$ cat src/rtl/controlador_ram_dados.sv
// Data-RAM initiator: single load/store and multi-word copy/fill over 11x11 x 32-bit RAM.
// Latency load/store 2, fill N+1, copy 2N+1 cycles to pronto; req ignored while ocupado.
module controlador_ram_dados #(
  parameter int NUM_LINHAS  = 11,
  parameter int NUM_COLUNAS = 11,
  parameter int LARG_END    = 11
) (
  input  logic                i_clock,
  input  logic                i_reset,
  input  logic                i_req,
  input  logic [1:0]          i_op,
  input  logic [LARG_END-1:0] i_orig_linha,
  input  logic [LARG_END-1:0] i_orig_coluna,
  input  logic [LARG_END-1:0] i_dest_linha,
  input  logic [LARG_END-1:0] i_dest_coluna,
  input  logic [LARG_END-1:0] i_quantidade,
  input  logic [31:0]         i_dado_cpu,
  output logic                o_ocupado,
  output logic                o_pronto,
  output logic                o_erro,
  output logic [31:0]         o_dado_lido,
  output logic [31:0]         o_ram_dados,
  output logic [LARG_END-1:0] o_ram_linha,
  output logic [LARG_END-1:0] o_ram_coluna,
  output logic                o_ram_write,
  input  logic [31:0]         i_ram_saida
);

  typedef enum logic [2:0] {
    OCIOSO, LE, ESCREVE, COPIA_LE, COPIA_ESCREVE, PREENCHE, FIM
  } estado_t;

  localparam logic [1:0] OP_LOAD  = 2'b00;
  localparam logic [1:0] OP_STORE = 2'b01;
  localparam logic [1:0] OP_COPY  = 2'b10;
  localparam logic [LARG_END-1:0] LIM_L = LARG_END'(NUM_LINHAS);
  localparam logic [LARG_END-1:0] LIM_C = LARG_END'(NUM_COLUNAS);
  localparam logic [LARG_END-1:0] ULT_C = LARG_END'(NUM_COLUNAS - 1);

  estado_t             r_estado, w_prox;
  logic [LARG_END-1:0] r_orig_linha, r_orig_coluna;
  logic [LARG_END-1:0] r_dest_linha, r_dest_coluna;
  logic [LARG_END-1:0] r_qtd;
  logic [31:0]         r_dado, r_buf, r_dado_lido;
  logic                r_erro;

  logic w_aceita, w_erro_set;
  logic w_orig_fora, w_dest_fora, w_fora_ini;
  logic w_orig_vira, w_dest_vira, w_orig_estoura, w_dest_estoura, w_ultima;

  assign w_orig_fora = (i_orig_linha >= LIM_L) || (i_orig_coluna >= LIM_C);
  assign w_dest_fora = (i_dest_linha >= LIM_L) || (i_dest_coluna >= LIM_C);
  assign w_fora_ini  = (((i_op == OP_LOAD) || (i_op == OP_COPY)) && w_orig_fora) ||
                       ((i_op != OP_LOAD) && w_dest_fora);

  // Row-wrap on the next word; overflow past the last row ends the burst with an error.
  assign w_orig_vira    = (r_orig_coluna == ULT_C);
  assign w_dest_vira    = (r_dest_coluna == ULT_C);
  assign w_orig_estoura = w_orig_vira && ((r_orig_linha + 1'b1) >= LIM_L);
  assign w_dest_estoura = w_dest_vira && ((r_dest_linha + 1'b1) >= LIM_L);
  assign w_ultima       = (r_qtd == LARG_END'(1));

  always_ff @(posedge i_clock or posedge i_reset) begin
    if (i_reset) r_estado <= OCIOSO;
    else         r_estado <= w_prox;
  end

  always_comb begin
    w_prox     = r_estado;
    w_aceita   = 1'b0;
    w_erro_set = 1'b0;
    case (r_estado)
      OCIOSO: begin
        if (i_req) begin
          w_aceita = 1'b1;
          if (w_fora_ini) begin
            w_prox     = FIM;
            w_erro_set = 1'b1;
          end else if (i_op[1] && (i_quantidade == '0)) begin
            w_prox = FIM;
          end else begin
            case (i_op)
              OP_LOAD:  w_prox = LE;
              OP_STORE: w_prox = ESCREVE;
              OP_COPY:  w_prox = COPIA_LE;
              default:  w_prox = PREENCHE;
            endcase
          end
        end
      end
      LE, ESCREVE: w_prox = FIM;
      COPIA_LE:    w_prox = COPIA_ESCREVE;
      COPIA_ESCREVE: begin
        if (w_ultima) begin
          w_prox = FIM;
        end else if (w_orig_estoura || w_dest_estoura) begin
          w_prox     = FIM;
          w_erro_set = 1'b1;
        end else begin
          w_prox = COPIA_LE;
        end
      end
      PREENCHE: begin
        if (w_ultima) begin
          w_prox = FIM;
        end else if (w_dest_estoura) begin
          w_prox     = FIM;
          w_erro_set = 1'b1;
        end
      end
      default: w_prox = OCIOSO;
    endcase
  end

  always_ff @(posedge i_clock or posedge i_reset) begin
    if (i_reset) begin
      r_orig_linha  <= '0;
      r_orig_coluna <= '0;
      r_dest_linha  <= '0;
      r_dest_coluna <= '0;
      r_qtd         <= '0;
      r_dado        <= '0;
      r_buf         <= '0;
      r_dado_lido   <= '0;
      r_erro        <= 1'b0;
    end else begin
      if (w_aceita) begin
        r_orig_linha  <= i_orig_linha;
        r_orig_coluna <= i_orig_coluna;
        r_dest_linha  <= i_dest_linha;
        r_dest_coluna <= i_dest_coluna;
        r_qtd         <= i_quantidade;
        r_dado        <= i_dado_cpu;
        r_erro        <= w_erro_set;
      end else if (w_erro_set) begin
        r_erro <= 1'b1;
      end
      case (r_estado)
        LE:       r_dado_lido <= i_ram_saida;
        COPIA_LE: r_buf       <= i_ram_saida;
        COPIA_ESCREVE: begin
          r_qtd         <= r_qtd - 1'b1;
          r_orig_coluna <= w_orig_vira ? '0 : r_orig_coluna + 1'b1;
          r_orig_linha  <= w_orig_vira ? r_orig_linha + 1'b1 : r_orig_linha;
          r_dest_coluna <= w_dest_vira ? '0 : r_dest_coluna + 1'b1;
          r_dest_linha  <= w_dest_vira ? r_dest_linha + 1'b1 : r_dest_linha;
        end
        PREENCHE: begin
          r_qtd         <= r_qtd - 1'b1;
          r_dest_coluna <= w_dest_vira ? '0 : r_dest_coluna + 1'b1;
          r_dest_linha  <= w_dest_vira ? r_dest_linha + 1'b1 : r_dest_linha;
        end
        default: ;
      endcase
    end
  end

  // RAM lines are decoded from state only, so an async reset drops ram_write at once.
  always_comb begin
    o_ram_linha  = '0;
    o_ram_coluna = '0;
    o_ram_dados  = '0;
    o_ram_write  = 1'b0;
    case (r_estado)
      LE, COPIA_LE: begin
        o_ram_linha  = r_orig_linha;
        o_ram_coluna = r_orig_coluna;
      end
      ESCREVE, PREENCHE: begin
        o_ram_linha  = r_dest_linha;
        o_ram_coluna = r_dest_coluna;
        o_ram_dados  = r_dado;
        o_ram_write  = 1'b1;
      end
      COPIA_ESCREVE: begin
        o_ram_linha  = r_dest_linha;
        o_ram_coluna = r_dest_coluna;
        o_ram_dados  = r_buf;
        o_ram_write  = 1'b1;
      end
      default: ;
    endcase
  end

  assign o_ocupado   = (r_estado != OCIOSO);
  assign o_pronto    = (r_estado == FIM);
  assign o_erro      = r_erro;
  assign o_dado_lido = r_dado_lido;

endmodule
$ cat config.mk
export PLATFORM = sky130hd
export DESIGN_NAME = controlador_ram_dados
export DESIGN_NICKNAME = d
export VERILOG_FILES = /design/src/rtl/controlador_ram_dados.sv
export SDC_FILE = /design/constraint.sdc
export NUM_CORES = 1
export LEC_CHECK = 0
export ABC_CLOCK_PERIOD_IN_PS = 9800
export BUFFER_PORTS_ARGS = -buffer_cell sky130_fd_sc_hd__buf_4
export CAP_MARGIN = 20
export CORE_UTILIZATION = 55
export DETAILED_ROUTE_END_ITERATION = 6
export PLACE_DENSITY = 0.94
export SLEW_MARGIN = 20
export SYNTH_ARGS = -nofsm -noshare
export SYNTH_HDL_FRONTEND = slang
export SYNTH_SLANG_ARGS = --single-unit
$ cat constraint.sdc
create_clock -name i_clock -period 9.8 [get_ports i_clock]
set_input_delay 1.96 -clock i_clock [delete_from_list [all_inputs] [get_ports i_clock]]
set_output_delay 1.96 -clock i_clock [all_outputs]
set_load 0.05 [all_outputs]
==> flow_summary_export.csv, run 1 <==
group,metric,value,unit
clocking,cts.sink_count,155,
synth,avgSynthCellArea,9.72,µm²
sta,setup_tns,0,ns
synth,yosys-top-cells-count,"dfrtp_1, nand2_1, a22o_1",
synth,syn_area,8150,µm²
synth,synth_warnings,0,
power,irDropWorstVdd,246,µV
synth,synth_top_family_by_area,"compound AO/OA/AOI/OAI gates",
synth,synth.most_common_cell,"dfrtp_1",
clocking,cts_made_buffers,17,
clocking,cts_tree,"yes",
clocking,cts_resized,0,
cells_and_area,synthToLayoutAreaGrowth,28.1,%
synth,synth_fp_nets,976,
drt,wl_per_cell,19.9,µm
place,place_congestion,0.982,
floorplan,die_h,124,µm
synth,yosys.area.top_type_share,47.6,%
cells_and_area,diodes,0,
drt,ant_nets,0,
sta,final.setup.worst_slack,4.61,ns
synth,synth_ff_type,"dfrtp_1",
setup_path,critPathRequiredTime,7.84,ns
floorplan,ios,214,
floorplan,start_util,56.3,%
clocking,clkSlewWorstSetupHoldPaths,0.06,ns
setup_path,path_class,"flip-flop to output port",
clocking,cts-root-buf,"clkbuf_16",
clocking,hold_buffers,0,
cells_and_area,layout.cells.non_filler,1223,
synth,synth.area.top_cells,"dfrtp_1, mux2_2, nand2_1, a22o_1, o21ai_0",
setup_path,arrival,3.23,ns
place,pre_cts_slack,5.10,ns
sta,rsz0062_at_grt,"false",
synth,synth_edf_count,0,
place,io_buffers,213,
global_routing,grt_max_degree,92,
sta,min_period,5.19,ns
synth,yosys.area.top_type,"dfrtp_1",
sta,min_period_over_period,53.0,%
setup_path,end_kind,"output port",
synth,yosysSeqAreaShare,47.6,%
sta,hold_viol,0,
sta,setup_viol,0,
power,p_total,4.38,mW
synth,synthMuxAreaShare,8.96,%
synth,synth-async-reset-ratio,100,%
worst_hold_path,hold_depth,2,
floorplan,dieArea,15300,µm²
cells_and_area,fillers,1013,
place,dpl.cell_count,1191,
worst_hold_path,hp-class,"flip-flop to flip-flop",
power,pwr_density_cell,419,nW/µm²
clocking,clk_latency,0.43,ns
cells_and_area,drive_above_1_share,30.5,%
place,dp_hpwl,16800,µm
run_status,status,"complete, no violations",
drt,drt_wl_total,24300,µm
setup_path,worstRegToRegCells,7,
sta,max_slew.worst_pin.slew,0.959,ns
global_routing,grt_pass1_vias,7047,
floorplan,die_w,124,µm
setup_path,crit_fanout,43,
global_routing,grt_first_pass_wirelength,36700,µm
synth,synth_compound_area_share,19.8,%
sta,timing.fmax,193,MHz
global_routing,antenna_found_initial,0,
drt,via_count,7613,
synth,synth_fa_ha_area_share,2.00,%
global_routing,grt_use_total,31.5,%
cells_and_area,fin_nets,1163,
drt,drtIter0Drc,777,
synth,synthSimpleGateAreaFrac,16.8,%
synth,synth.distinct_cells,67,
floorplan,rows,44,
clocking,cts_buffer_depth,2,
floorplan,core,14500,µm²
sta,slew_violations,0,
power,power.leakage,4.90,nW
drt,first_pass_iters,5,
clocking,htree_levels,4,
synth,synth_xor_area_share,1.07,%
drt,routed_via_density,6.22,
sta,slew_headroom,36.1,%
setup_path,critPathLaunchType,"flip-flop",
sta,fin_skew,0.00782,ns
synth,syn_inst,839,
global_routing,grt-ovfl-total,0,
synth,ys_ff_latch,155,
flow_run,timing.max_cap.violations,0,
clocking,post_cts_buffers,0,
drt,drc_errors,0,
[state kept, by name (all words and copies together), names as in the netlist, 11 cells and up]
signal and flops:
r_dest_coluna 11, r_orig_linha 11, r_buf 32, o_dado_lido 32, r_orig_coluna 11, r_dado 32
r_dest_linha 11, r_qtd 11
[metal layers]
layer	track usage, %	up-vias	wire length [µm]
met5	0	-	0
li1	-	3455	-
met3	7.83	64	2070
met1	40.9	3685	9410
met2	50.7	409	12000
met4	12.6	0	861
[path summary, 6_finish.rpt]
| path | startpoint | end | slack [ns] |
|---|---|---|---|
| max | r_estado[1]$_DFFE_PP0P_ | o_ram_linha[4] | 4.61 |
| min | r_dado[7]$_DFFE_PP0P_ | r_dado[7]$_DFFE_PP0P_ | 0.48 |
| max reg2reg | r_orig_linha[0]$_DFFE_PP0P_ | r_estado[2]$_DFFE_PP0P_ | 7.10 |
| min reg2reg | r_dado[7]$_DFFE_PP0P_ | r_dado[7]$_DFFE_PP0P_ | 0.48 |
| max in group asynchronous | i_reset | r_dest_linha[6]$_DFFE_PP0P_ | 6.77 |
| min in group asynchronous | i_reset | r_dado[8]$_DFFE_PP0P_ | 1.68 |
[cell families (layout without fill, tap and decap cells)]
family,Yosys count,after routing
AOI/OAI and AO/OA,235,235
xor gates and xnor gates,10,10
adders and majority gates,13,13
buffers and inverters,73,273
DFF,155,155
muxes,65,65
and+or+nand+nor,288,288
[placed cells by master, fill, tap and decap left out, drive strengths merged, types with 4 or more instances in the layout]
| cell | instances |
|---|---|
| a21oi | 48 |
| a221o | 7 |
| a22o | 54 |
| a22oi | 4 |
| a2bb2oi | 6 |
| a31oi | 5 |
| and3 | 10 |
| and4 | 7 |
| buf | 224 |
| clkbuf | 17 |
| clkinv | 4 |
| dfrtp | 155 |
| ha | 13 |
| inv | 26 |
| mux2 | 64 |
| nand2 | 134 |
| nand2b | 6 |
| nand3 | 23 |
| nand4 | 7 |
| nor2 | 45 |
| nor3 | 13 |
| nor3b | 7 |
| nor4 | 17 |
| nor4b | 4 |
| o211ai | 6 |
| o21a | 5 |
| o21ai | 59 |
| o22ai | 9 |
| o311ai | 4 |
| or3 | 4 |
| xnor2 | 4 |
| xor2 | 6 |
[metrics by stage]
step | hold slack, ns | util, % | cell area (µm²)
4_1_cts | 0.480 | 72.1 | 10400
5_1_grt | 0.511 | 72.1 | 10400
6_report | 0.482 | 72.1 | 10400
3_3_place_gp | 0.457 | 68.0 | 9840
2_1_floorplan | 0.447 | - | 8150
3_5_place_dp | 0.463 | 68.0 | 9840
[area by class of cell]
class	count	area (µm²)	area share (%)
Multi-Input combinational cell	611	3990	38.2
Sequential cell	155	3880	37.1
Timing Repair Buffer	224	1680	16.1
Clock buffer	17	425	4.07
Tap cell	184	230	2.20
Clock inverter	15	174	1.67
Inverter	17	68.8	0.659
[report_power, final]
part	internal (mW)	switching [mW]	total [mW]	leakage [nW]
registers	0.955	0.334	1.29	1.87
logic	0.834	1.59	2.42	2.73
clock network	0.365	0.307	0.672	0.291
total	2.15	2.23	4.38	4.90
[worst max-delay path, stage by stage, from the launching register on]
cell and delay (ns):
dfrtp_1 0.52, nand2b_1 0.22, buf_4 0.27, o21ai_2 0.16, buf_4 0.37, nand2b_1 0.80
a22o_1 0.25, buf_4 0.20
No activity file was read; power rests on OpenSTA's default activity.
==> inputs of run 2 (changes only) <==
--- a/config.mk
+++ b/config.mk
@@ -5,12 +5,13 @@
 export SDC_FILE = /design/constraint.sdc
 export NUM_CORES = 1
 export LEC_CHECK = 0
-export ABC_CLOCK_PERIOD_IN_PS = 9800
+export ABC_AREA = 1
+export ABC_CLOCK_PERIOD_IN_PS = 4500
 export BUFFER_PORTS_ARGS = -buffer_cell sky130_fd_sc_hd__buf_4
 export CAP_MARGIN = 20
-export CORE_UTILIZATION = 55
+export CORE_UTILIZATION = 49
 export DETAILED_ROUTE_END_ITERATION = 6
-export PLACE_DENSITY = 0.94
+export PLACE_DENSITY = 0.89
 export SLEW_MARGIN = 20
 export SYNTH_ARGS = -nofsm -noshare
 export SYNTH_HDL_FRONTEND = slang
==> constraint.sdc (replaced) <==
create_clock -name i_clock -period 4.5 [get_ports i_clock]
set_input_delay 0.9 -clock i_clock [delete_from_list [all_inputs] [get_ports i_clock]]
set_output_delay 0.9 -clock i_clock [all_outputs]
set_load 0.05 [all_outputs]
==> run 2 against run 1 <==
Effect of this change: the run now ends with DRC left; global-route usage down 3.3 points; wire length up 0.96%; largest power group unchanged; flip-flop and latch count unchanged; area after synthesis up 3.6%; critical path depth unchanged; combinational power up 120%.
==> flow_summary_export.csv, run 2 <==
group,metric,value,unit
setup_path,cpPeakStageDelay,0.57,ns
synth,syn_area,8440,µm²
power,irDropWorstVdd,515,µV
power,comb_power_share,56.0,%
setup_path,critPathRequiredTime,3.60,ns
setup_path,path_delay_family,"buffers and inverters",
clocking,cts_buffer_depth,2,
cells_and_area,layout.cells.non_filler,1495,
sta,setup_viol,0,
setup_path,path_class,"flip-flop to output port",
synth,synth.most_common_cell,"nand2_1",
power,p_total,9.34,mW
floorplan,die_w,133,µm
setup_path,critPathLaunchType,"flip-flop",
power,power_switching,4.86,mW
clocking,cts_made_buffers,17,
synth,synth-async-reset-ratio,100,%
synth,synth_fp_nets,1207,
setup_path,crit_path_top_delay_cell,"inv_2",
synth,synth.area.top_cells,"dfrtp_1, nand2_1, o21ai_0, inv_1, nor2_1",
drt,m1WireLength,9670,µm
place,place_congestion,0.976,
clocking,cts-root-buf,"clkbuf_16",
power,p_clk_share,15.9,%
drt,wl_met3,1910,µm
synth,synth_ff_type,"dfrtp_1",
floorplan,core,16700,µm²
synth,synth_warnings,0,
global_routing,grt-ovfl-total,0,
sta,timing.fmax,282,MHz
floorplan,rows,47,
drt,ant_nets,0,
clocking,htree_levels,4,
global_routing,grt_first_pass_wirelength,39600,µm
sta,max_slew.worst_pin.slew,1.01,ns
clocking,clkSlewWorstSetupHoldPaths,0.07,ns
setup_path,crit_fanout,36,
floorplan,start_util,50.6,%
drt,top_layer_used,"met4",
synth,yosysSeqAreaShare,45.9,%
setup_path,cp_num_buf_inv,3,
synth,ys_ff_latch,155,
clocking,cts.sink_count,155,
setup_path,startpoint,"r_estado[1]$_DFFE_PP0P_",
cells_and_area,synthToLayoutAreaGrowth,28.0,%
power,p_sw_share,52.0,%
setup_path,arrival,2.64,ns
place,pre_cts_slack,1.40,ns
floorplan,die_h,133,µm
drt,drt_wl_total,24500,µm
cells_and_area,diodes,0,
drt,first_pass_iters,7,
setup_path,regToRegEndpoint,"r_dest_linha[7]$_DFFE_PP0P_",
drt,drc_errors,3,
floorplan,ios,214,
power,pwr_density_cell,865,nW/µm²
power,power.leakage,5.58,nW
sta,hold_viol,0,
setup_path,crit_end,"o_ram_linha[0]",
floorplan,dieArea,17800,µm²
synth,avgSynthCellArea,7.89,µm²
run_status,violations,"DRC",
global_routing,antenna_found_initial,0,
run_status,status,"complete, but fails checks",
synth,syn_inst,1070,
global_routing,grt_max_degree,93,
setup_path,r2r_setup_slack,1.52,ns
clocking,post_cts_buffers,0,
place,dp_hpwl,17600,µm
cells_and_area,mostFrequentLayoutCells,"nand2_1, buf_4, dfrtp_1",
synth,yosys.area.top_type_share,45.9,%
clocking,cts_resized,0,
power,p_int,4.48,mW
clocking,clk_latency,0.43,ns
sta,final.setup.worst_slack,0.959,ns
clocking,hold_buffers,0,
place,io_buffers,213,
setup_path,crit_chain,"nor2_1, nand2_2, inv_2, nor2_1, buf_4, o22ai_1, buf_4",
clocking,cts_tree,"yes",
drt,routed_via_density,5.58,
sta,min_period,3.54,ns
sta,rsz0062_at_grt,"false",
synth,yosys.area.top_type,"dfrtp_1",
sta,slew_headroom,32.6,%
setup_path,worstRegToRegCells,9,
place,dpl.cell_count,1463,
sta,min_period_over_period,78.7,%
sta,setup_tns,0,ns
cells_and_area,fillers,1362,
global_routing,grt_pass1_vias,8048,
cells_and_area,fin_nets,1399,
drt,drtIter0Drc,687,
flow_run,timing.max_cap.violations,0,
global_routing,grt_use_total,28.2,%
setup_path,rr_startpoint,"r_estado[1]$_DFFE_PP0P_",
drt,wl_per_cell,16.4,µm
sta,fin_skew,0.0122,ns
worst_hold_path,hp-class,"flip-flop to flip-flop",
cells_and_area,final_common_cell,"nand2_1",
power,seqPwrFrac,28.2,%
sta,slew_violations,0,
synth,yosys-top-cells-count,"nand2_1, dfrtp_1, inv_1",
drt,via_count,8337,
drt,wl_met2,11900,µm
synth,synth.distinct_cells,43,
setup_path,end_kind,"output port",
synth,synth_edf_count,0,
setup_path,path_depth,7,
cells_and_area,drive_above_1_share,24.2,%
[run 2: worst min path at each step]
stage,from,endpoint,cells after the start
after floorplan,r_dado[0]$_DFFE_PP0P_,r_dado[0]$_DFFE_PP0P_,2
after global placement,r_dado[20]$_DFFE_PP0P_,r_dado[20]$_DFFE_PP0P_,2
after detailed placement,r_dado[7]$_DFFE_PP0P_,r_dado[7]$_DFFE_PP0P_,2
after CTS,r_dado[16]$_DFFE_PP0P_,r_dado[16]$_DFFE_PP0P_,2
after global routing,r_dado[23]$_DFFE_PP0P_,r_dado[23]$_DFFE_PP0P_,2
final,r_dado[16]$_DFFE_PP0P_,r_dado[16]$_DFFE_PP0P_,2
[run 2: worst reg2reg max path, cell delays in order (launching register included)]
cell     delay [ns]
dfrtp_1        0.46
nor2_1         0.19
nand2_2        0.24
nand2_4        0.43
inv_2          0.36
nand2_2        0.29
inv_2          0.20
nor2_8         0.41
o21ai_0        0.21
o22ai_2        0.12
[run 2: logic make-up (layout without fill, tap and decap cells)]
group,Yosys count,count (layout),synth area share [%]
and+or+nand+nor,479,479,24.3
AOI/OAI and AO/OA,247,247,19.2
buffers and inverters,170,375,8.02
DFF,155,155,45.9
adders and majority gates,13,13,1.93
xor gates and xnor gates,6,6,0.622
[run 2: power groups by stage]
stage                     registers, mW  clock network [mW]  logic (mW)
after CTS                          2.61                1.50        5.20
after detailed placement           2.62                   0        5.18
final                              2.63                1.48        5.23
after global placement             2.58                   0        5.04
after global routing               2.70                1.55        5.61
after floorplan                    3.02                   0        3.29
[run 2: metal layers]
metal / global-route usage [%] / up-vias
met2: 45.7 / 437
met3: 6.47 / 90
met5: 0 / -
met4: 15.8 / 0
li1: - / 3934
met1: 34.8 / 3876
[run 2: layout make-up]
cell class	instances	area, µm²	area share [%]
well taps	220	275	2.55
clock buffers	17	425	3.94
inverters	124	472	4.37
multi-input cells	745	3900	36.1
flip-flops and latches	155	3880	35.9
repair buffers	219	1660	15.3
clock inverters	15	200	1.85
[run 2: stage by stage]
step	cell area, µm²	hold WS, ns	util [%]
after CTS	10800	0.477	64.7
after floorplan	8450	0.443	-
after global placement	10200	0.454	60.9
final	10800	0.476	64.7
after detailed placement	10200	0.460	60.9
after global routing	10800	0.495	64.7
==> inputs of run 3 (changes only) <==
--- a/config.mk
+++ b/config.mk
@@ -6,12 +6,12 @@
 export NUM_CORES = 1
 export LEC_CHECK = 0
 export ABC_AREA = 1
-export ABC_CLOCK_PERIOD_IN_PS = 4500
+export ABC_CLOCK_PERIOD_IN_PS = 3550
 export BUFFER_PORTS_ARGS = -buffer_cell sky130_fd_sc_hd__buf_4
 export CAP_MARGIN = 20
-export CORE_UTILIZATION = 49
+export CORE_UTILIZATION = 54
 export DETAILED_ROUTE_END_ITERATION = 6
-export PLACE_DENSITY = 0.89
+export PLACE_DENSITY = 0.92
 export SLEW_MARGIN = 20
 export SYNTH_ARGS = -nofsm -noshare
 export SYNTH_HDL_FRONTEND = slang
==> constraint.sdc (replaced) <==
create_clock -name i_clock -period 3.55 [get_ports i_clock]
set_input_delay 0.71 -clock i_clock [delete_from_list [all_inputs] [get_ports i_clock]]
set_output_delay 0.71 -clock i_clock [all_outputs]
set_load 0.05 [all_outputs]
==> run 3 against run 2 <==
Effect of this change: register-to-register slack worse by 0.58 ns; clock-buffer cell count unchanged; combinational power grew 27%; clock skew is 0.0047 ns lower; the flow now finishes without violations; worst hold slack worse by 0.088 ns; global-route usage grew 3.3 points; total power rose by 26%; critical path depth down 1; first-iteration DRC count is 4.4% higher; sequential share of layout area barely moved; setup slack lost 0.55 ns; non-clock buffer count up 6.
==> flow_summary_export.csv, run 3 (synthesized netlist as in run 2, its figures left out) <==
group,metric,value,unit
setup_path,arrival,2.43,ns
place,io_buffers,213,
clocking,cts_made_buffers,17,
cells_and_area,drive_above_1_share,24.5,%
power,p_sw_share,52.2,%
sta,min_period,3.14,ns
sta,slew_violations,0,
floorplan,core,15300,µm²
drt,drc_errors,0,
cells_and_area,fin_nets,1405,
cells_and_area,synthToLayoutAreaGrowth,28.1,%
sta,timing.fmax,319,MHz
global_routing,grt_pass1_vias,8021,
setup_path,crit_fanout,21,
drt,drt_wl_total,24700,µm
place,dp_hpwl,17900,µm
sta,max_slew.worst_pin.slew,1.01,ns
power,power_switching,6.16,mW
cells_and_area,fillers,1136,
worst_hold_path,hp-class,"primary input to async pin",
clocking,cts_tree,"yes",
global_routing,grt-ovfl-total,0,
power,comb_power_share,56.2,%
drt,ant_nets,0,
clocking,cts.sink_count,155,
run_status,status,"complete, no violations",
cells_and_area,mostFrequentLayoutCells,"nand2_1, buf_4, dfrtp_1",
power,power.leakage,5.59,nW
floorplan,die_w,127,µm
sta,rsz0062_at_grt,"false",
sta,min_period_over_period,88.4,%
setup_path,path_class,"flip-flop to output port",
floorplan,start_util,55.3,%
clocking,clk_latency,0.43,ns
drt,routed_via_density,5.65,
clocking,cts-root-buf,"clkbuf_16",
clocking,hold_buffers,0,
floorplan,rows,45,
power,p_int,5.63,mW
clocking,htree_levels,4,
setup_path,critPathLaunchType,"flip-flop",
clocking,post_cts_buffers,0,
cells_and_area,diodes,0,
global_routing,antenna_found_initial,0,
clocking,clkSlewWorstSetupHoldPaths,0.07,ns
sta,fin_skew,0.00749,ns
floorplan,ios,214,
clocking,cts_buffer_depth,2,
cells_and_area,final_common_cell,"nand2_1",
global_routing,grt_max_degree,65,
sta,hold_viol,0,
floorplan,die_h,127,µm
setup_path,worstRegToRegCells,8,
drt,wl_per_cell,16.5,µm
power,p_clk_share,15.4,%
place,place_congestion,0.957,
drt,via_count,8433,
power,seqPwrFrac,28.3,%
sta,setup_viol,0,
floorplan,dieArea,16100,µm²
drt,drtIter0Drc,717,
sta,hold_ws,0.387,ns
setup_path,end_kind,"output port",
sta,setup_tns,0,ns
power,pwr_density_cell,1090,nW/µm²
setup_path,critPathRequiredTime,2.84,ns
sta,slew_headroom,32.6,%
place,pre_cts_slack,0.892,ns
flow_run,timing.max_cap.violations,0,
global_routing,grt_first_pass_wirelength,39800,µm
power,irDropWorstVdd,695,µV
clocking,cts_resized,0,
sta,final.setup.worst_slack,0.412,ns
global_routing,grt_use_total,31.5,%
drt,first_pass_iters,6,
[run 3: power groups by stage]
stage / combinational [mW] / sequential, mW / clock, mW
detailed placement: 6.57 / 3.33 / 0
finish: 6.63 / 3.34 / 1.82
global route: 7.12 / 3.44 / 1.91
floorplan: 4.17 / 3.83 / 0
global placement: 6.39 / 3.31 / 0
CTS: 6.59 / 3.32 / 1.83
[run 3: area by class of cell]
type / instances / area, µm² / share of cell area (%)
clock buffers: 17 / 425 / 3.93
clock inverters: 15 / 173 / 1.60
inverters: 124 / 472 / 4.36
multi-input cells: 745 / 3890 / 36.0
flip-flops and latches: 155 / 3880 / 35.9
well taps: 211 / 264 / 2.44
repair buffers: 225 / 1710 / 15.8
[run 3: critical path: stages, from the launching register on]
cell     delay (ns)
dfrtp_1        0.47
nor2_1         0.20
nand2_2        0.23
inv_2          0.36
buf_4          0.33
a22o_1         0.19
buf_4          0.20
[run 3: path summary, 6_finish.rpt]
path / end / slack [ns] / startpoint
max reg2reg: r_orig_linha[8]$_DFFE_PP0P_ / 0.94 / r_estado[1]$_DFFE_PP0P_
max: o_ram_dados[11] / 0.41 / r_estado[1]$_DFFE_PP0P_
min: r_buf[30]$_DFFE_PP0P_ / 0.39 / i_reset
max in group asynchronous: o_dado_lido[12]$_DFFE_PP0P_ / 2.38 / i_reset
min reg2reg: r_qtd[7]$_DFFE_PP0P_ / 0.48 / r_qtd[7]$_DFFE_PP0P_
min in group i_clock: r_dado[20]$_DFFE_PP0P_ / 0.47 / i_dado_cpu[20]
[run 3: metrics by stage]
stage	util (%)	cells	total power [mW]	cell area, µm²
after floorplan	-	1070	8.00	8450
after CTS	70.8	1491	11.7	10800
after global placement	66.9	1459	9.70	10200
final	70.9	1492	11.8	10800
after global routing	70.9	1492	12.5	10800
after detailed placement	66.9	1459	9.89	10200
[run 3: metal layers]
metal  GRT usage, %  wire (µm)
met3           7.24       1770
met4           15.4       1090
met2           52.8      12100
met1           38.5       9710
met5              0          0
